--- src/rtl/ram_loader.sv ---
// ram_loader: host programming front end for the 16-byte data RAM.
// Passes CPU traffic through in RUN; serves host SET_PTR/WRITE/READ when halted.
// Ports:
//   CLK, RESETn        clock, synchronous active-low reset
//   PROG               program-mode request (level)
//   CPU_ADDR/DIN/RI    CPU-side RAM request, passed through in RUN
//   HOST_VALID/CMD/DATA, HOST_READY   host command handshake
//   RB_DATA, RB_VALID  registered readback byte and one-cycle strobe
//   PTR, HALT          load pointer, CPU halt request
//   RAM_ADDR/DIN/RI    to RAM; RAM_DOUT from RAM (one cycle read latency)
module ram_loader #(
  parameter int ADDR_W = 4,
  parameter int DATA_W = 8
) (
  input  logic              CLK,
  input  logic              RESETn,
  input  logic              PROG,
  input  logic [ADDR_W-1:0] CPU_ADDR,
  input  logic [DATA_W-1:0] CPU_DIN,
  input  logic              CPU_RI,
  input  logic              HOST_VALID,
  input  logic [1:0]        HOST_CMD,
  input  logic [DATA_W-1:0] HOST_DATA,
  output logic              HOST_READY,
  output logic [DATA_W-1:0] RB_DATA,
  output logic              RB_VALID,
  output logic [ADDR_W-1:0] PTR,
  output logic              HALT,
  output logic [ADDR_W-1:0] RAM_ADDR,
  output logic [DATA_W-1:0] RAM_DIN,
  output logic              RAM_RI,
  input  logic [DATA_W-1:0] RAM_DOUT
);

  typedef enum logic [2:0] {
    RUN,
    P_IDLE,
    P_WRITE,
    P_READ,
    P_RESP
  } state_t;

  localparam logic [1:0] CMD_SET = 2'b01;
  localparam logic [1:0] CMD_WR  = 2'b10;
  localparam logic [1:0] CMD_RD  = 2'b11;

  state_t            state_q, state_d;
  logic [ADDR_W-1:0] ptr_q, ptr_d;
  logic [DATA_W-1:0] wr_q, wr_d;
  logic [DATA_W-1:0] rb_q, rb_d;
  logic              rbv_q, rbv_d;

  always_ff @(posedge CLK) begin
    if (!RESETn) begin
      state_q <= RUN;
      ptr_q   <= '0;
      wr_q    <= '0;
      rb_q    <= '0;
      rbv_q   <= 1'b0;
    end else begin
      state_q <= state_d;
      ptr_q   <= ptr_d;
      wr_q    <= wr_d;
      rb_q    <= rb_d;
      rbv_q   <= rbv_d;
    end
  end

  always_comb begin
    state_d    = state_q;
    ptr_d      = ptr_q;
    wr_d       = wr_q;
    rb_d       = rb_q;
    rbv_d      = 1'b0;
    HOST_READY = 1'b0;
    RAM_ADDR   = ptr_q;
    RAM_DIN    = wr_q;
    RAM_RI     = 1'b0;
    unique case (state_q)
      RUN: begin
        RAM_ADDR = CPU_ADDR;
        RAM_DIN  = CPU_DIN;
        RAM_RI   = CPU_RI;
        if (PROG) state_d = P_IDLE;
      end
      P_IDLE: begin
        HOST_READY = PROG;
        if (!PROG) begin
          state_d = RUN;
        end else if (HOST_VALID) begin
          unique case (HOST_CMD)
            CMD_SET: ptr_d = HOST_DATA[ADDR_W-1:0];
            CMD_WR: begin
              wr_d    = HOST_DATA;
              state_d = P_WRITE;
            end
            CMD_RD:  state_d = P_READ;
            default: state_d = P_IDLE;
          endcase
        end
      end
      P_WRITE: begin
        RAM_RI  = 1'b1;
        ptr_d   = ptr_q + ADDR_W'(1);
        state_d = P_IDLE;
      end
      P_READ: begin
        state_d = P_RESP;
      end
      P_RESP: begin
        // RAM_DOUT reflects the address presented in P_READ
        rb_d    = RAM_DOUT;
        rbv_d   = 1'b1;
        ptr_d   = ptr_q + ADDR_W'(1);
        state_d = P_IDLE;
      end
      default: state_d = RUN;
    endcase
  end

  assign PTR      = ptr_q;
  assign RB_DATA  = rb_q;
  assign RB_VALID = rbv_q;
  assign HALT     = (state_q != RUN);

endmodule

--- config.mk ---
export PLATFORM = sky130hd
export DESIGN_NAME = ram_loader
export DESIGN_NICKNAME = d
export VERILOG_FILES = /design/src/rtl/ram_loader.sv
export SDC_FILE = /design/constraint.sdc
export NUM_CORES = 1
export LEC_CHECK = 0
export ABC_AREA = 1
export BUFFER_PORTS_ARGS = -buffer_cell sky130_fd_sc_hd__clkbuf_2
export CAP_MARGIN = 20
export CORE_MARGIN = 2
export CORE_UTILIZATION = 47
export DETAILED_ROUTE_END_ITERATION = 10
export PLACE_DENSITY = 0.82
export SLEW_MARGIN = 0
export SYNTH_ARGS = -nofsm -noshare
export SYNTH_HDL_FRONTEND = slang
export SYNTH_SLANG_ARGS = --single-unit
export TNS_END_PERCENT = 50
--- constraint.sdc ---
create_clock -name CLK -period 1.6 [get_ports CLK]
set_input_delay 0.24 -clock CLK [delete_from_list [all_inputs] [get_ports CLK]]
set_output_delay 0.24 -clock CLK [all_outputs]
set_load 0.005 [all_outputs]
# ---- Yosys cells after proc, flatten, opt, wreduce, memory -nomap -nowiden
# Cells that the tools add are included.
dict set report classes {
  n_addsub 1
  eq_ne 13
  mux 14
  reduce_logical 7
}
# cell n
set op_table {}
lappend op_table {{4-bit two-way mux} 4}
lappend op_table {{3-bit one-hot mux with 4 select lines} 1}
lappend op_table {{3-bit two-way mux} 3}
lappend op_table {{3-bit one-hot mux with 3 select lines} 1}
lappend op_table {{8-bit two-way mux} 1}
lappend op_table {{4-bit one-hot mux with 2 select lines} 1}
lappend op_table {{4-bit AND reduction} 2}
lappend op_table {{3-bit by 2-bit == test with 1-bit output (second input constant)} 2}
lappend op_table {{2-bit inequality test (second input constant)} 3}
lappend op_table {{3-bit inequality test (second input constant)} 2}
lappend op_table {{4-bit by 1-bit adder with 4-bit output (second input constant)} 1}
lappend op_table {{2-bit == test (second input constant)} 2}
lappend op_table {{3-bit by 1-bit == test with 1-bit output (second input constant)} 1}
lappend op_table {{3-bit == test (second input constant)} 1}
lappend op_table {{3-bit logical NOT} 1}
lappend op_table {{3-bit AND reduction} 1}
lappend op_table {{3-bit nonzero test} 1}
lappend op_table {{2-bit by 1-bit == test with 1-bit output (second input constant)} 1}
lappend op_table {{1-bit two-way mux} 2}
lappend op_table {{2-bit by 1-bit inequality test with 1-bit output (second input constant)} 1}
lappend op_table {{1-bit one-hot mux with 2 select lines} 1}
lappend op_table {{2-bit nonzero test} 1}
lappend op_table {{2-bit OR reduction} 1}
dict set report word_totals {
  register_bits 24
  wordCells 40
}

# ---- Logic depth before layout (Yosys ltp)
# Gate-level depths: netlist of the first run.
dict set report logic_depth {
  ltp_word 5
  ltp_mapped 8
}

# ---- Least setup slack after synthesis of the first run
# No wires, ideal clock.
dict set report synth_path {
  path_kind {register to output}
  startpoint {reg state_q[1]}
  endpoint {out RAM_ADDR[2]}
  arrival_time_ns 0.960
  required_time_ns 1.360
  setup_slack_ns 0.400
  stages_incl_launch_ff 5
  n_path_buf 1
  path_cell_list {dfxtp_1 > nor2_1 > nand2_1 > buf_2 > a21oi_1}
}
dict set report synth_between {
  elab_chain_cells 2
}
# element line_no
set synth_lines {}
lappend synth_lines {{from (decl)} 47} ;# state_t state_q, state_d;
lappend synth_lines {{from (signal assigned)} 61} ;# state_q <= state_d;
lappend synth_lines {{3-bit logical NOT} 79} ;# unique case (state_q)
lappend synth_lines {{4-bit two-way mux} 79}
lappend synth_lines {{to (decl)} 29} ;# output logic [ADDR_W-1:0] RAM_ADDR,
# Every way passes these cells.

# ---- Worst setup path in the final report of the first run
dict set report layout_path {
  startpoint {reg state_q[2]}
  endpoint {out RAM_DIN[3]}
}
dict set report layout_between {
  elab_chain_cells 2
}
# element line_no
set layout_lines {}
lappend layout_lines {{3-bit logical NOT} 79}
lappend layout_lines {{8-bit two-way mux} 79}
lappend layout_lines {{to (decl)} 30} ;# output logic [DATA_W-1:0] RAM_DIN,
# Every way passes these cells.

==> run metrics, run 1 <==
clk_lat worst skew ~0.32 ns; reg2reg end wr_q[3]; HP Class in2reg; Routability Congestion roughly 0.86; final hold violations 0; Cells after Synth around 170; DRC violations left 0; most common cell after layout, fill and taps aside clkbuf_2; RSZ-0062 raised after global routing true; Final Max Tran Viols 0; worst hold path stage count 3; Setup TNS -0.0423 ns; Post-DP Area 1520 sq um; total number of vias 1303; hold endpoint state_q[1]; violated checks setup timing; drt wl/cell 11.5 um; placed cell count roughly 260; Critical Path RT around 1.4 ns; via/cell ratio a little under 5; largest net degree at the start of global routing 24; Core Region about 2400 sq um; beginning of the worst register-to-register path state_q[1]; # nets final approximately 270; final period utilization 103%; crit path capture type primary output; die area just under 3000 sq um; skew final ~0.014 ns; Mapped Area 1180 sq um; CTS Buffer Depth 2; post-synth cell types 25; R2R depth 7; Clock transition at path regs ~0.13 ns; crit-path max FO 11; Fmax between 600 and 700 MHz; ant diodes 0; routed wire length ~3 mm; Final HPWL DP around 2.2 mm; crit path time final around 1.6 ns; cts bufs inserted 3; sequential element share of the synthesized area approximately two fifths; num ports 63; Starting Density between 40% and 50%; Worst slew margin about three quarters; grt ovf 0; commonest cells after routing, fill and taps aside clkbuf_2, nor2_1, nand2_1; Chip Height 54.1 um; R2R setup slack around 0.27 ns; share of cells above drive strength 1 between 40% and 50%; Final Setup Violations 1; Final Instance Area roughly 1700 sq um; # rows 18; worst vdd ir ~0.51 mV; IO Port Bufs 62; fillcell total between 200 and 250; Non-Filler Instances around 270; total chip power ~0.0013 W; first-pass GRT wire length 4.46 mm; crit path DAT roughly 1.4 ns; syn nets approximately 210; Total GRT Usage about 21%; Mean Syn Cell Area just under 7 sq um; remaining antenna violation count 0; CTS tree yes; Leak Pwr just over 0.8 nW; MaxCap Viol Count 0; setup ws final -0.0423 ns; crit path from state_q[2]; Seq cells post-synth 24; outcome finished with violations; initial antenna violation count 0; Place WS 0.237 ns; Area Overhead vs Synth 40.0%; router iterations before antenna repair 6; CTS sink count 24; power density over the cells 799 nW/um^2; Setup CP Type reg2out; YS warnings 0; worst hold start HOST_CMD[1]; worst-margin pin slew 0.368 ns; vias in the first global route about 1.1k; Critical Path Start Type flip-flop; CTS H-tree lvls 1; Root Driver clkbuf_4; DRT iter0 DRCs 21; Die Wd ~54 um
layer usage:
layer	GRT usage [%]	wire length [um]	up-vias
met5	0	0	-
met4	11.3	0	0
li1	-	-	674
met2	37.4	1530	52
met1	22.6	1320	577
met3	3.89	216	0
cells in the mapped netlist:
library cell	n	area share, %
o21a_1	1	0.64
buf_6	1	0.95
nand2_4	1	0.95
nand2_2	4	2.1
a21oi_1	18	7.6
nor2_8	1	1.7
o21ai_0	18	7.6
nor3_2	1	0.85
clkbuf_1	2	0.64
mux2_2	2	1.9
nor3_1	2	0.85
xor2_1	1	0.74
inv_2	3	0.95
nand3_1	3	1.3
ha_1	1	1.1
buf_4	1	0.64
a31oi_1	1	0.53
nand4_1	1	0.53
inv_1	16	5.1
buf_2	2	0.85
dfxtp_1	24	41
nor4_1	1	0.53
o21ai_1	2	0.85
nor2_1	41	13
nand2_1	23	7.3
kinds of logic (layout without fill, tap and decap cells):
group / after synthesis / in the layout / share of synthesized area [%]
simple gates: 78 / 78 / 29.2
compound gates: 40 / 40 / 17.3
xor+xnor: 1 / 1 / 0.742
flops: 24 / 24 / 40.7
mux: 2 / 2 / 1.91
buf+inv: 25 / 89 / 9.12
fa+ha+maj: 1 / 1 / 1.06
stage by stage:
step | util [%] | hold slack, ns
floorplan | - | 0.371
global route | 67.9 | 0.140
detailed placement | 62.4 | 0.452
CTS | 64.9 | 0.150
finish | 67.9 | 0.149
global placement | 62.4 | 0.446
sequential cells by signal, indices dropped and copies added (netlist names):
signal    count
wr_q          8
PTR           4
RB_DATA       8
state_q       3
RB_VALID      1
worst max-delay path by stage:
| stage | end | slack [ns] | depth (start not counted) |
|---|---|---|---|
| 2_1_floorplan | RAM_ADDR[2] | 0.40 | 4 |
| 3_3_place_gp | RAM_ADDR[3] | 0.26 | 6 |
| 3_5_place_dp | RAM_DIN[3] | 0.24 | 6 |
| 4_1_cts | RAM_ADDR[3] | 0.003 | 6 |
| 5_1_grt | RAM_DIN[3] | -0.09 | 6 |
| 6_report | RAM_DIN[3] | -0.04 | 6 |
worst max-delay path: stages, from the launching register on:
cell	delay (ns)
dfxtp_4	0.39
inv_2	0.06
nand2_4	0.11
clkbuf_16	0.18
nor2_1	0.05
a21oi_1	0.15
clkbuf_2	0.15
report_power, final:
part,switching [W],internal (W),total [W]
combinational,0.000132,0.000133,0.000265
sequential,0.00000859,0.000605,0.000614
clock,0.000188,0.000253,0.000441
what timing repair did:
| item | 4_1_cts | 5_1_grt |
|---|---|---|
| setup buffers | 0 | 1 |
| hold buffers | 0 | 0 |
| pin swaps | 0 | 1 |
| resized for setup | 4 | 16 |
| setup endpoints to repair | 12 | 12 |
| gates cloned | 0 | 1 |
final cells by class:
cell class	count	area (sq um)	area share (%)
Tap cell	30	37.5	2.27
Clock inverter	1	30.0	1.82
Clock buffer	3	22.5	1.36
Sequential cell	24	489	29.6
Timing Repair Buffer	66	370	22.4
Multi-Input combinational cell	122	631	38.2
Inverter	19	71.3	4.32
No activity file was read; power rests on OpenSTA's default activity.
==> run 2, diff against run 1 <==
==> constraint.sdc (replaced) <==
create_clock -name CLK -period 1.6 [get_ports CLK]
set_input_delay 0.08 -clock CLK [delete_from_list [all_inputs] [get_ports CLK]]
set_output_delay 0.08 -clock CLK [all_outputs]
set_load 0.005 [all_outputs]
==> run metrics, run 2 (synthesis gave the netlist of run 1 again) <==
Non-Filler Instances 264 (was 265); fillcell total 232 (was 227); Area Overhead vs Synth 33.0% (was 40.0%); Core Region 2430 sq um (unchanged); Root Driver clkbuf_4 (unchanged); RSZ-0062 raised after global routing false (was true); largest net degree at the start of global routing 22 (was 24); R2R setup slack 0.28 ns (was 0.27 ns); cts bufs inserted 3 (unchanged); R2R depth 7 (unchanged); num ports 63 (unchanged); Final Max Tran Viols 0 (unchanged); placed cell count 258 (was 259); initial antenna violation count 0 (unchanged); crit path capture type primary output (unchanged); final period utilization 92.8% (was 103%); worst hold path stage count 3 (unchanged); Worst slew margin 76.8% (was 75.4%); Leak Pwr 0.786 nW (was 0.812 nW); drt wl/cell 11.1 um (was 11.5 um); skew final 0.00612 ns (was 0.0142 ns); commonest cells after routing, fill and taps aside clkbuf_2, nor2_1, nand2_1 (unchanged); CTS H-tree lvls 1 (unchanged); ant diodes 0 (unchanged); grt ovf 0 (unchanged); DRT iter0 DRCs 25 (was 21); CTS tree yes (unchanged); Final HPWL DP 2.24 mm (was 2.17 mm); MaxCap Viol Count 0 (unchanged); vias in the first global route 1048 (was 1139); router iterations before antenna repair 4 (was 6); beginning of the worst register-to-register path state_q[1] (unchanged); Critical Path Start Type flip-flop (unchanged); worst hold slack 0.0215 ns (was 0.149 ns); crit path time final 1.49 ns (was 1.64 ns); outcome completed (was finished with violations); first-pass GRT wire length 4.35 mm (was 4.46 mm); via/cell ratio 4.85 (was 4.92); DRC violations left 0 (unchanged); Die Wd 54.1 um (unchanged); Total GRT Usage 20.2% (was 20.7%); CTS Buffer Depth 2 (unchanged); most common cell after layout, fill and taps aside clkbuf_2 (unchanged); Chip Height 54.1 um (unchanged); Final Setup Violations 0 (was 1); final hold violations 0 (unchanged); HP Class in2reg (unchanged); # nets final 271 (was 272); clk_lat worst skew 0.30 ns (was 0.32 ns); # rows 18 (unchanged); share of cells above drive strength 1 36.3% (was 40.0%); Routability Congestion 0.869 (was 0.856); CTS sink count 24 (unchanged); Fmax 673 MHz (was 609 MHz); die area 2930 sq um (unchanged); routed wire length 2.93 mm (was 3.06 mm); Starting Density 48.5% (unchanged); Setup TNS 0 ns (was -0.0423 ns); crit path DAT 1.41 ns (was 1.40 ns); Setup CP Type reg2out (unchanged); crit path from state_q[1] (was state_q[2]); total number of vias 1281 (was 1303); remaining antenna violation count 0 (unchanged); Critical Path RT 1.52 ns (was 1.36 ns); reg2reg end PTR[2] (was wr_q[3]); IO Port Bufs 62 (unchanged); crit-path max FO 21 (was 11); worst vdd ir 0.426 mV (was 0.507 mV); power density over the cells 738 nW/um^2 (was 799 nW/um^2); worst-margin pin slew 0.348 ns (was 0.368 ns); Clock transition at path regs 0.12 ns (was 0.13 ns); Setup crit end RAM_DIN[0] (was RAM_DIN[3])
run 2: changes by cell type in the layout (fill, tap and decap cells not counted), moves of 4 or more:
cell / before / now
a21oi_1: 13 / 18
clkbuf_2: 58 / 62
buf_2: 4 / 0
a21oi_2: 5 / 0
run 2: layout make-up:
class	count	area, sq um	area share (%)
multi-input cells	122	597	38.0
inverters	19	71.3	4.55
well taps	30	37.5	2.39
flip-flops and latches	24	484	30.9
clock buffers	4	36.3	2.31
repair buffers	65	343	21.9
run 2: through the flow:
stage / util [%] / cell area [sq um] / total power, W / worst slack [ns]
3_3_place_gp: 61.6 / 1500 / 0.000841 / 0.269
3_5_place_dp: 61.6 / 1500 / 0.000845 / 0.265
4_1_cts: 63.9 / 1550 / 0.00116 / 0.0609
2_1_floorplan: - / 1180 / 0.000742 / 0.497
6_report: 64.5 / 1570 / 0.00116 / 0.115
5_1_grt: 64.5 / 1570 / 0.00123 / 0.0107
run 2: worst min path at each step:
stage                 startpoint          to  slack, ns
finish               RAM_DOUT[7]  RB_DATA[7]       0.02
CTS                  RAM_DOUT[7]  RB_DATA[7]       0.02
global placement     RAM_DOUT[7]  RB_DATA[7]       0.34
global route        HOST_DATA[5]     wr_q[5]       0.03
floorplan            HOST_CMD[1]  state_q[1]       0.21
detailed placement   HOST_CMD[1]  state_q[1]       0.34
run 2: timing repair:
item / in CTS / in global routing
hold buffers: 1 / 0
pin swaps: 0 / 1
endpoints found under the setup margin: 9 / 9
buffers inserted: 0 / 1
resized for setup: 4 / 3
hold endpoints to repair: 1 / 0
run 2: power breakdown:
| group | switching (W) | internal [W] | total (W) |
|---|---|---|---|
| sequential | 0.00000893 | 0.000607 | 0.000616 |
| clock | 0.000173 | 0.000139 | 0.000312 |
| combinational | 0.000117 | 0.000113 | 0.000230 |
| total | 0.000299 | 0.000859 | 0.00116 |
run 2: metal layers:
metal	routed length, um	GRT usage (%)	part of all wire (%)	vias to the layer above
met5	0	0	0	-
met4	9	5.00	0.31	0
met3	199	3.33	6.8	2
met2	1380	35.8	47	48
met1	1350	25.5	46	558
li1	-	-	-	673
run 2: critical path, stage by stage, from the launching register on:
cell,delay [ns]
dfxtp_2,0.37
nor2_2,0.15
nand2_2,0.12
buf_8,0.17
a21oi_1,0.15
clkbuf_2,0.13
